`src/rtl/ahb_apb_pkg.sv`:
```
// Shared AHB/APB bridge constants and the slave front-end error FSM state type.
package ahb_apb_pkg;

  localparam logic [1:0] HTRANS_IDLE   = 2'b00;
  localparam logic [1:0] HTRANS_BUSY   = 2'b01;
  localparam logic [1:0] HTRANS_NONSEQ = 2'b10;
  localparam logic [1:0] HTRANS_SEQ    = 2'b11;

  localparam logic [1:0] HRESP_OKAY  = 2'b00;
  localparam logic [1:0] HRESP_ERROR = 2'b01;

  typedef enum logic [1:0] {
    ST_IDLE = 2'b00,
    ST_ERR1 = 2'b01,
    ST_ERR2 = 2'b10
  } err_state_t;

endpackage

```
`src/rtl/ahb_addr_decode.sv`:
```
// Combinational decode of NSLV equal windows of 2^WIN_LOG2 bytes starting at BASE.
module ahb_addr_decode #(
  parameter int                ADDR_W   = 32,
  parameter int                NSLV     = 3,
  parameter logic [ADDR_W-1:0] BASE     = 32'h8000_0000,
  parameter int                WIN_LOG2 = 26
) (
  input  logic [ADDR_W-1:0] haddr,
  output logic              mapped,
  output logic [NSLV-1:0]   tempselx
);

  logic              above_base_s;
  logic [ADDR_W-1:0] offset_s;
  logic [ADDR_W-1:0] win_idx_s;

  // Window index is taken from the offset, so the upper bound never needs BASE + size
  always_comb begin
    tempselx     = '0;
    above_base_s = (haddr >= BASE);
    offset_s     = haddr - BASE;
    win_idx_s    = offset_s >> WIN_LOG2;
    mapped       = above_base_s && (win_idx_s < ADDR_W'(NSLV));
    for (int i = 0; i < NSLV; i++) begin
      tempselx[i] = mapped && (win_idx_s == ADDR_W'(i));
    end
  end

endmodule

```
`src/rtl/ahb_slave_if_gen.sv`:
```
// Generic AHB slave front end: window decode, two-stage address/data pipeline,
// two-cycle ERROR response for unmapped beats and a saturating error counter.
module ahb_slave_if_gen
  import ahb_apb_pkg::*;
#(
  parameter int                ADDR_W   = 32,
  parameter int                DATA_W   = 32,
  parameter int                NSLV     = 3,
  parameter logic [ADDR_W-1:0] BASE     = 32'h8000_0000,
  parameter int                WIN_LOG2 = 26
) (
  input  logic              clk,
  input  logic              rst,
  input  logic              Hwrite,
  input  logic              Hreadyin,
  input  logic [1:0]        Htrans,
  input  logic [ADDR_W-1:0] Haddr,
  input  logic [DATA_W-1:0] Hwdata,
  input  logic [DATA_W-1:0] Prdata,
  input  logic              bridge_ready,
  output logic              valid,
  output logic [ADDR_W-1:0] Haddr1,
  output logic [ADDR_W-1:0] Haddr2,
  output logic [DATA_W-1:0] Hwdata1,
  output logic [DATA_W-1:0] Hwdata2,
  output logic              Hwritereg,
  output logic [NSLV-1:0]   tempselx,
  output logic [DATA_W-1:0] Hrdata,
  output logic [1:0]        Hresp,
  output logic              Hreadyout,
  output logic [7:0]        err_cnt
);

  logic              mapped_s;
  logic [NSLV-1:0]   sel_s;
  logic              active_s;

  logic [ADDR_W-1:0] haddr1_d, haddr1_q, haddr2_d, haddr2_q;
  logic [DATA_W-1:0] hwdata1_d, hwdata1_q, hwdata2_d, hwdata2_q;
  logic              hwritereg_d, hwritereg_q;
  logic [7:0]        err_cnt_d, err_cnt_q;
  err_state_t        state_d, state_q;

  ahb_addr_decode #(
    .ADDR_W  (ADDR_W),
    .NSLV    (NSLV),
    .BASE    (BASE),
    .WIN_LOG2(WIN_LOG2)
  ) u_decode (
    .haddr   (Haddr),
    .mapped  (mapped_s),
    .tempselx(sel_s)
  );

  assign active_s = Hreadyin && ((Htrans == HTRANS_NONSEQ) || (Htrans == HTRANS_SEQ));
  assign Hrdata   = Prdata;

  // Pipeline stages advance only on bus-level ready
  always_comb begin
    haddr1_d    = haddr1_q;
    haddr2_d    = haddr2_q;
    hwdata1_d   = hwdata1_q;
    hwdata2_d   = hwdata2_q;
    hwritereg_d = hwritereg_q;
    if (Hreadyin) begin
      haddr1_d    = Haddr;
      haddr2_d    = haddr1_q;
      hwdata1_d   = Hwdata;
      hwdata2_d   = hwdata1_q;
      hwritereg_d = Hwrite;
    end else begin
      haddr1_d    = haddr1_q;
      haddr2_d    = haddr2_q;
      hwdata1_d   = hwdata1_q;
      hwdata2_d   = hwdata2_q;
      hwritereg_d = hwritereg_q;
    end
  end

  // Error FSM next state and error counter; beats during ERR1/ERR2 are not decoded
  always_comb begin
    state_d   = state_q;
    err_cnt_d = err_cnt_q;
    case (state_q)
      ST_IDLE: begin
        if (active_s && !mapped_s) begin
          state_d = ST_ERR1;
          if (err_cnt_q != 8'hFF) begin
            err_cnt_d = err_cnt_q + 8'd1;
          end else begin
            err_cnt_d = err_cnt_q;
          end
        end else begin
          state_d = ST_IDLE;
        end
      end
      ST_ERR1: state_d = ST_ERR2;
      ST_ERR2: state_d = ST_IDLE;
      default: state_d = ST_IDLE;
    endcase
  end

  // Response and decode outputs; reset forces an idle OKAY view of the bus
  always_comb begin
    Hresp     = HRESP_OKAY;
    Hreadyout = bridge_ready;
    valid     = 1'b0;
    tempselx  = '0;
    if (!rst) begin
      Hresp     = HRESP_OKAY;
      Hreadyout = bridge_ready;
    end else begin
      tempselx = sel_s;
      valid    = active_s && mapped_s && (state_q == ST_IDLE);
      case (state_q)
        ST_IDLE: begin
          Hresp     = HRESP_OKAY;
          Hreadyout = bridge_ready;
        end
        ST_ERR1: begin
          Hresp     = HRESP_ERROR;
          Hreadyout = 1'b0;
        end
        ST_ERR2: begin
          Hresp     = HRESP_ERROR;
          Hreadyout = 1'b1;
        end
        default: begin
          Hresp     = HRESP_OKAY;
          Hreadyout = bridge_ready;
        end
      endcase
    end
  end

  // State, pipeline and counter registers with synchronous active-low reset
  always_ff @(posedge clk) begin
    if (!rst) begin
      state_q     <= ST_IDLE;
      haddr1_q    <= '0;
      haddr2_q    <= '0;
      hwdata1_q   <= '0;
      hwdata2_q   <= '0;
      hwritereg_q <= 1'b0;
      err_cnt_q   <= 8'd0;
    end else begin
      state_q     <= state_d;
      haddr1_q    <= haddr1_d;
      haddr2_q    <= haddr2_d;
      hwdata1_q   <= hwdata1_d;
      hwdata2_q   <= hwdata2_d;
      hwritereg_q <= hwritereg_d;
      err_cnt_q   <= err_cnt_d;
    end
  end

  assign Haddr1    = haddr1_q;
  assign Haddr2    = haddr2_q;
  assign Hwdata1   = hwdata1_q;
  assign Hwdata2   = hwdata2_q;
  assign Hwritereg = hwritereg_q;
  assign err_cnt   = err_cnt_q;

endmodule

```
`config.mk`:
```
export PLATFORM = sky130hd
export DESIGN_NAME = ahb_slave_if_gen
export DESIGN_NICKNAME = d
export VERILOG_FILES = /design/src/rtl/ahb_apb_pkg.sv /design/src/rtl/ahb_addr_decode.sv /design/src/rtl/ahb_slave_if_gen.sv
export SDC_FILE = /design/constraint.sdc
export NUM_CORES = 1
export LEC_CHECK = 0
export CAP_MARGIN = 20
export CORE_ASPECT_RATIO = 0.7
export CORE_UTILIZATION = 30
export CTS_CLUSTER_DIAMETER = 60
export DETAILED_ROUTE_END_ITERATION = 8
export GPL_TIMING_DRIVEN = 0
export SLEW_MARGIN = 0
export SYNTH_ARGS = -nofsm -noshare
export SYNTH_HDL_FRONTEND = slang
export SYNTH_HIERARCHICAL = 1
export SYNTH_SLANG_ARGS = --single-unit
```
`constraint.sdc`:
```
create_clock -name clk -period 1.75 [get_ports clk]
set_input_delay 0.175 -clock clk [delete_from_list [all_inputs] [get_ports clk]]
set_output_delay 0.175 -clock clk [all_outputs]
set_load 0.02 [all_outputs]
```
==> metrics.yaml, run 1 <==
outcome: "finished, violations left"
failed_checks: "DRC, setup timing"
max-cap-violations: 0
cts_buffer_depth: 2
vias_per_cell: 4.25
finalHoldViolCount: 0
synthTopCellsByArea: "dfxtp_1 49%, mux2i_1 23%, nor2b_1 14%"
portBuffers: 242
core_area_sq_mm: 0.0183
met3_usage_pct: 6.46
die_x_microns: 166
p_per_area_mw_per_mm2: 900
cts_tree: "yes"
rows: 41
grt_max_degree: 20
leakage_nw: 3.67
synth_top_family_by_area: "multiplexers"
antennaDiodeCount: 0
synth_seq_area_share_pct: 49.2
clockRootBuffer: "clkbuf_16"
htree_num_levels: 4
hold_depth: 3
intPower_mw: 6.03
switchingPower_mw: 2.04
tns_ps: -33.4
cp.required_ps: 1570
ir_drop_mv: 0.462
finalSetupViolCount: 1
hold_class: "in2reg"
syn_area_per_cell_sq_um: 11.0
worst_setup_path_start_kind: "flip-flop"
clock_power_share_pct: 41.7
numCtsBuffers: 17
grt_util_met1_pct: 20.4
postSynthCellCount: 513
yosys_warnings: 6
worst_slack_ps: -33.4
drc: 14
grt_pass1_wl_microns: 23900
initial_core_util_pct: 31.0
synth_fa_ha_area_share_pct: 0.884
stdcell_count: 1022
netlist.area_leader.share_pct: 49.2
drt_first_pass_iters: 6
vias: 4343
min_period_ps: 1780
synth_edf_count: 0
fillers: 1654
rsz0062_at_grt: "true"
combinationalPowerShare_pct: 15.9
area_growth_pct: 58.3
grt_usage_pct: 16.0
use_met2_pct: 25.1
pwr-share-seq_pct: 42.4
hpwl_microns: 11700
synthXorXnorAreaFrac_pct: 0.619
p_sw_share_pct: 25.2
fmax_mhz: 561
place_inst: 991
io_pins: 279
antenna_left: 0
antenna_found_initial: 0
clk_pin_slew_ps: 60
layout.nets: 882
syn-num-nets: 620
wl_microns: 15700
synth-main-ff-cell: "dfxtp_1"
synth-compound-area-share_pct: 1.39
finalMaxSlewViolations: 0
synth_simple_gate_area_share_pct: 17.8
final_min_period_over_clock_period_pct: 102
worstSetupPathType: "reg2out"
pre_cts_ws_ps: -937
grt_overflow: 0
insertion_delay_ps: 410
synthArstFlopShare_pct: 0
synthMuxAreaShare_pct: 23.2
crit_fanout: 2
ys_seq_elements: 139
synth_area_sq_mm: 0.00566
die_area_sq_mm: 0.0194
cts.sinks: 139
drive_gt1_share_pct: 12.7
drtIter0Drc: 171
gp_congestion: 0.757
synth_area_leader_cell: "dfxtp_1"
wire_per_inst_microns: 15.4
arrival_ps: 1610
ctsHoldBuffers: 0
cp-end-kind: "output pin"
busiest_layer: "met2"
reg2reg_depth: 5
grt_pass1_vias: 4373
fp.dieH_microns: 117
synth_cell_types: 31
skew_ps: 9.85
-- cells in the final DEF, fill, tap and decap left out, types with 2 or more instances in the layout --
cell and n:
clkbuf_1 14, clkinv_2 3, a21boi_1 2, clkbuf_16 17, dlygate4sd2_1 5, clkdlybuf4s50_1 231, mux2i_1 130, nor2b_1 130
or3_1 2, dfxtp_2 2, dfxtp_1 137, o21ai_0 3, nand2_1 3, ha_1 3, buf_6 2, inv_2 2
xnor2_1 4, nor3b_2 2, o211ai_1 2, and2_1 9, buf_2 16, clkbuf_8 2, nand3_1 2, clkinv_4 5
clkbuf_2 2, buf_4 37
-- metrics by stage --
step	util, %	area, sq um	power [mW]	hold slack (ps)
detailed placement	45.9	8380	4.77	499
CTS	49.0	8960	8.16	170
finish	49.1	8960	8.06	185
floorplan	-	5660	4.13	345
global route	49.1	8960	8.40	225
global placement	45.9	8380	4.75	497
-- state kept, by name, summed over array words and instances (netlist names) --
signal     cells
Hwdata1       32
err_cnt        8
state_q        2
Hwritereg      1
Haddr2        32
Hwdata2       32
Haddr1        32
-- critical path, cell delays in order, from the launching register on --
cell and delay [ps]:
dfxtp_2 340, inv_2 50, ha_4 250, and2_4 130, mux2_4 300, buf_6 130
-- what timing repair did --
action / in CTS / in global routing
resized for setup: 41 / 1
setup endpoints to repair: 9 / 2
setup buffers: 2 / 0
pin swaps: 3 / 1
-- cell families after synthesis --
group | after synthesis
adders and majority gates | 4
DFF | 139
other | 1
AOI/OAI and AO/OA | 10
buffers and inverters | 66
xor gates and xnor gates | 4
muxes | 131
and+or+nand+nor | 158
-- synth_stat cells (2+ instances only) --
cell type    n
or3_1        2
buf_4       33
xnor2_1      4
dfxtp_1    139
o211ai_1     2
clkbuf_1    16
nand3_1      2
mux2i_1    130
o21ai_0      3
buf_2       15
inv_1        2
nor3b_2      2
ha_1         4
a21boi_1     2
nand2_1      3
and2_1      10
nor2b_1    130
-- layer usage --
metal	vias up	share of wire, %
li1	2191	-
met1	2002	47
met2	140	45
met3	10	7.4
met4	0	0.60
met5	-	0
-- cell type report --
class	instances	area, sq um	share of cell area (%)
buffer	63	382	4.26
clock buffer	20	457	5.10
clock inverter	10	96.3	1.08
inverter	2	7.51	0.0838
multi-input combinational	308	2510	28.0
sequential	139	2790	31.1
tap	236	295	3.30
timing repair buffer	244	2430	27.1
-- power groups by stage --
stage / registers, mW / clock network [mW] / logic (mW)
floorplan: 3.64 / 0 / 0.493
global placement: 3.48 / 0 / 1.28
detailed placement: 3.48 / 0 / 1.29
CTS: 3.42 / 3.45 / 1.30
global route: 3.44 / 3.60 / 1.37
finish: 3.42 / 3.37 / 1.28
-- final timing paths --
kind,start,end,slack [ps]
worst min-delay path,Haddr[28],Haddr1[28]$_SDFFE_PN0P_,190
worst min register to register,Hwdata2[3]$_SDFFE_PN0P_,Hwdata2[3]$_SDFFE_PN0P_,510
worst max register to register,err_cnt[0]$_SDFFE_PN0P_,err_cnt[1]$_SDFFE_PN0P_,190
worst max-delay path,state_q[0]$_SDFF_PN0_,Hreadyout,-30
(Power assumes the default switching activity.)
==> run 2, diff against run 1 <==
--- a/config.mk
+++ b/config.mk
@@ -7,10 +7,12 @@
 export LEC_CHECK = 0
 export CAP_MARGIN = 20
 export CORE_ASPECT_RATIO = 0.7
-export CORE_UTILIZATION = 30
+export CORE_UTILIZATION = 37
 export CTS_CLUSTER_DIAMETER = 60
+export CTS_CLUSTER_SIZE = 28
 export DETAILED_ROUTE_END_ITERATION = 8
 export GPL_TIMING_DRIVEN = 0
+export PLACE_DENSITY = 0.77
 export SLEW_MARGIN = 0
 export SYNTH_ARGS = -nofsm -noshare
 export SYNTH_HDL_FRONTEND = slang
==> metrics.yaml, run 2 (same netlist as run 1, synthesis figures left out) <==
cts_buffer_depth: 2
worst_slack_ps: -34.2
cp.buffers_inverters: 2
worstPathCellList: "inv_2 -> ha_4 -> and2_4 -> mux2_4 -> buf_6"
area_growth_pct: 58.2
antenna_left: 0
drt_first_pass_iters: 4
fmax_mhz: 560
met3_usage_pct: 7.53
min_period_ps: 1780
rrSetupSlack_ps: 240
grt_pass1_vias: 4497
crit_start: "state_q[0]$_SDFF_PN0_"
numCtsBuffers: 17
drtIter0Drc: 112
finalSetupViolCount: 1
skew_ps: 7.22
cts_tree: "yes"
failed_checks: "setup timing"
leakage_nw: 3.68
die_x_microns: 150
stdcell_count: 986
outcome: "finished, violations left"
crit_slowest_cell: "dfxtp_2"
place_inst: 950
htree_num_levels: 4
grt_util_met1_pct: 22.9
layout.cells.most_common: "clkdlybuf4s50_1"
layout_common_cells: "232 x clkdlybuf4s50_1, 137 x dfxtp_1, 130 x mux2i_1, 130 x nor2b_1, 37 x buf_4"
crit_fanout: 2
antennaDiodeCount: 0
r2r-end: "err_cnt[1]$_SDFFE_PN0P_"
hold_depth: 3
hold_path_end: "Haddr1[29]$_SDFFE_PN0P_"
finalHoldViolCount: 0
busiest_layer: "met2"
use_met2_pct: 32.4
max-cap-violations: 0
initial_core_util_pct: 38.2
clockRootBuffer: "clkbuf_16"
vias_per_cell: 4.55
wire_per_inst_microns: 15.5
whs_ps: 193
worst_setup_path_start_kind: "flip-flop"
fp.dieH_microns: 105
finalMaxSlewViolations: 0
fillers: 1221
p_per_area_mw_per_mm2: 911
max_stage_delay_ps: 340
cp_top_family: "flip-flops"
grt_usage_pct: 19.3
cp.required_ps: 1570
drive_gt1_share_pct: 13.4
vias: 4482
grt_overflow: 0
multiInputGateArea_sq_mm: 0.00251
core_area_sq_mm: 0.0148
hpwl_microns: 11300
hold_class: "in2reg"
layout.nets: 885
cp-end-kind: "output pin"
reg2reg_depth: 5
ctsHoldBuffers: 0
gp_congestion: 0.764
die_area_sq_mm: 0.0158
arrival_ps: 1610
rows: 37
antenna_found_initial: 0
clk_pin_slew_ps: 60
r2r-start: "err_cnt[0]$_SDFFE_PN0P_"
grt_pass1_wl_microns: 23500
portBuffers: 242
final_min_period_over_clock_period_pct: 102
grt_max_degree: 20
drc: 0
insertion_delay_ps: 410
worstSetupPathType: "reg2out"
rsz0062_at_grt: "true"
regArea_sq_mm: 0.00279
io_pins: 279
cts.sinks: 139
holdCritStartpoint: "Haddr[29]"
wl_microns: 15200
ir_drop_mv: 0.593
run 2: stage by stage:
| step | setup slack (ps) | util, % | TNS (ps) | power [mW] | cell area, sq um |
|---|---|---|---|---|---|
| 2_1_floorplan | 73.3 | - | 0 | 4.13 | 5660 |
| 3_3_place_gp | -889 | 56.2 | -14120 | 4.74 | 8330 |
| 3_5_place_dp | -903 | 56.2 | -16490 | 4.77 | 8330 |
| 4_1_cts | -40.7 | 60.5 | -40.7 | 8.24 | 8960 |
| 5_1_grt | -96.5 | 60.4 | -96.5 | 8.51 | 8950 |
| 6_report | -34.2 | 60.4 | -34.2 | 8.15 | 8950 |
run 2: routing by layer:
metal  wire [microns]  vias to the layer above
li1                 -                     2208
met1             6690                     2118
met2             7280                      146
met3             1190                       10
met4               87                        0
met5                0                        -
run 2: worst reg2reg max path, cell delays in order (launching register included):
cell,delay (ps)
dfxtp_1,400
ha_1,200
nand3_1,170
o21ai_0,360
mux2i_1,230
nor2b_1,60
run 2: worst max path at each step:
stage | to | slack (ps) | cells past startpoint
6_report | Hreadyout | -30 | 5
5_1_grt | Hreadyout | -100 | 5
4_1_cts | Hreadyout | -40 | 5
3_5_place_dp | valid | -900 | 6
3_3_place_gp | valid | -890 | 6
2_1_floorplan | err_cnt[1]$_SDFFE_PN0P_ | 70 | 6
run 2: final cells by class:
cell class | count | share of cell area (%)
plain buffers | 63 | 4.26
clock buffers | 22 | 5.41
flip-flops and latches | 139 | 31.1
repair buffers | 247 | 27.3
inverters | 2 | 0.0838
clock inverters | 10 | 1.02
well taps | 195 | 2.72
multi-input cells | 308 | 28.1
run 2: what timing repair did:
item,CTS,global route
endpoints found under the setup margin,9,4
gates resized for setup,38,3
pin swaps,2,1
endpoints found under the hold margin,0,0
buffers inserted,3,2
gates cloned,0,0
run 2: report_power, final:
group	total, mW	internal, mW	switching [mW]	leakage (nW)
clock network	3.45	2.10	1.35	0.282
registers	3.42	3.31	0.107	1.14
logic	1.28	0.703	0.578	2.26
total	8.15	6.12	2.04	3.68
==> run 3, diff against run 2 <==
--- a/config.mk
+++ b/config.mk
@@ -13,6 +13,7 @@
 export DETAILED_ROUTE_END_ITERATION = 8
 export GPL_TIMING_DRIVEN = 0
 export PLACE_DENSITY = 0.77
+export SETUP_SLACK_MARGIN = 0.4
 export SLEW_MARGIN = 0
 export SYNTH_ARGS = -nofsm -noshare
 export SYNTH_HDL_FRONTEND = slang
==> metrics.yaml, run 3 (same netlist as run 1, synthesis figures left out) <==
outcome: "finished, violations left"
failed_checks: "setup timing"
hold_path_end: "Haddr1[30]$_SDFFE_PN0P_"
gp_congestion: 0.815
wl_microns: 15300
pre_cts_ws_ps: -710
grt_overflow: 0
drtIter0Drc: 105
die_area_sq_mm: 0.0158
worst_slack_ps: -30.4
drt_first_pass_iters: 4
tns_ps: -30.4
grt_pass1_wl_microns: 23800
antennaDiodeCount: 0
cts_tree: "yes"
numCtsBuffers: 17
drive_gt1_share_pct: 16.8
worst_setup_path_start_kind: "flip-flop"
portBuffers: 242
leakage_nw: 4.20
grt_pass1_vias: 4535
rsz0062_at_grt: "true"
worstSetupPathType: "reg2out"
dpl-instance-area_sq_mm: 0.00834
cp.buffers_inverters: 2
clk_pin_slew_ps: 60
layout_common_cells: "132 x dfxtp_1, 130 x mux2i_1, 130 x nor2b_1"
cp-end-kind: "output pin"
htree_num_levels: 4
r2r-end: "err_cnt[7]$_SDFFE_PN0P_"
holdCritStartpoint: "Haddr[30]"
cp.required_ps: 1570
fin_area_sq_mm: 0.00890
antenna_left: 0
place_inst: 950
die_x_microns: 150
p_per_area_mw_per_mm2: 911
layout.cells.most_common: "dfxtp_1"
max-cap-violations: 0
grt_usage_pct: 19.5
hold_depth: 3
r2r-start: "state_q[0]$_SDFF_PN0_"
insertion_delay_ps: 400
wire_per_inst_microns: 15.5
reg2reg_depth: 6
hpwl_microns: 11500
min_period_ps: 1780
finalMaxSlewViolations: 0
cts_buffer_depth: 2
max_stage_delay_ps: 340
final_min_period_over_clock_period_pct: 102
drc: 0
crit_fanout: 2
clockRootBuffer: "clkbuf_16"
antenna_found_initial: 0
grt_max_degree: 17
rows: 37
stdcell_count: 988
vias_per_cell: 4.48
area_growth_pct: 57.2
hold_class: "in2reg"
crit_slowest_cell: "dfxtp_2"
fp.dieH_microns: 105
ctsHoldBuffers: 0
io_pins: 279
initial_core_util_pct: 38.2
regArea_sq_mm: 0.00279
cts.sinks: 139
ir_drop_mv: 0.578
multiInputGateArea_sq_mm: 0.00256
finalSetupViolCount: 1
core_area_sq_mm: 0.0148
finalHoldViolCount: 0
fillers: 1292
vias: 4423
skew_ps: 6.57
worstPathCellList: "inv_2 -> ha_4 -> and2_4 -> mux2_4 -> buf_6"
layout.nets: 887
arrival_ps: 1610
rrSetupSlack_ps: 290
fmax_mhz: 562
cp_top_family: "flip-flops"
## run 3: changes by cell type in the layout (fill, tap and decap cells not counted), sizes merged
cell / previous run / this run
clkdlybuf4s50: 232 / 94
dlygate4sd2: 5 / 116
clkdlybuf4s15: 0 / 18
buf: 58 / 64
clkinv: 7 / 1
inv: 2 / 8
clkinvlp: 2 / 5
clkbuf: 37 / 39
## run 3: final cells by class
type,instances,share of cell area (%)
Clock inverter,13,1.45
Inverter,2,0.0844
Sequential cell,139,31.4
Timing Repair Buffer,248,26.0
Multi-Input combinational cell,308,28.7
Buffer,64,4.50
Clock buffer,19,5.09
Tap cell,195,2.74
## run 3: per-stage QoR
stage               hold slack [ps]  utilization (%)  power [mW]
finish                         54.0             60.1        8.11
global route                   61.5             60.1        8.45
CTS                            39.0             59.9        8.19
detailed placement              508             56.3        4.77
global placement                496             56.3        4.74
floorplan                       345                -        4.14
## run 3: what timing repair did
action / 4_1_cts / 5_1_grt
setup endpoints to repair: 152 / 32
cloned: 0 / 0
setup buffers: 5 / 1
gates resized for setup: 224 / 23
pin swaps: 15 / 6
## run 3: worst reg2reg max path, stage by stage (launching register included)
cell	delay [ps]
dfxtp_2	330
inv_2	80
ha_4	140
and4b_2	300
o211ai_4	100
or3_1	320
a21boi_1	130
## run 3: layer usage
metal	wire [microns]	up-vias	track usage, %
met5	0	-	0
met4	213	0	6.20
met3	1160	17	5.84
met2	7350	155	33.3
met1	6570	2041	23.2
li1	-	2210	-
## run 3: worst max path at each step
stage,start,to,slack [ps],cells after the start
6_report,state_q[0]$_SDFF_PN0_,Hreadyout,-30,5
5_1_grt,state_q[0]$_SDFF_PN0_,Hreadyout,-80,5
4_1_cts,state_q[0]$_SDFF_PN0_,Hreadyout,-40,5
3_5_place_dp,rst,valid,-710,6
3_3_place_gp,rst,valid,-720,6
2_1_floorplan,Haddr[28],err_cnt[4]$_SDFFE_PN0P_,160,6
## run 3: power by group
group / internal (mW) / switching (mW) / total (mW)
clock network: 2.06 / 1.44 / 3.50
registers: 3.31 / 0.0986 / 3.41
logic: 0.618 / 0.583 / 1.20
total: 5.99 / 2.12 / 8.11
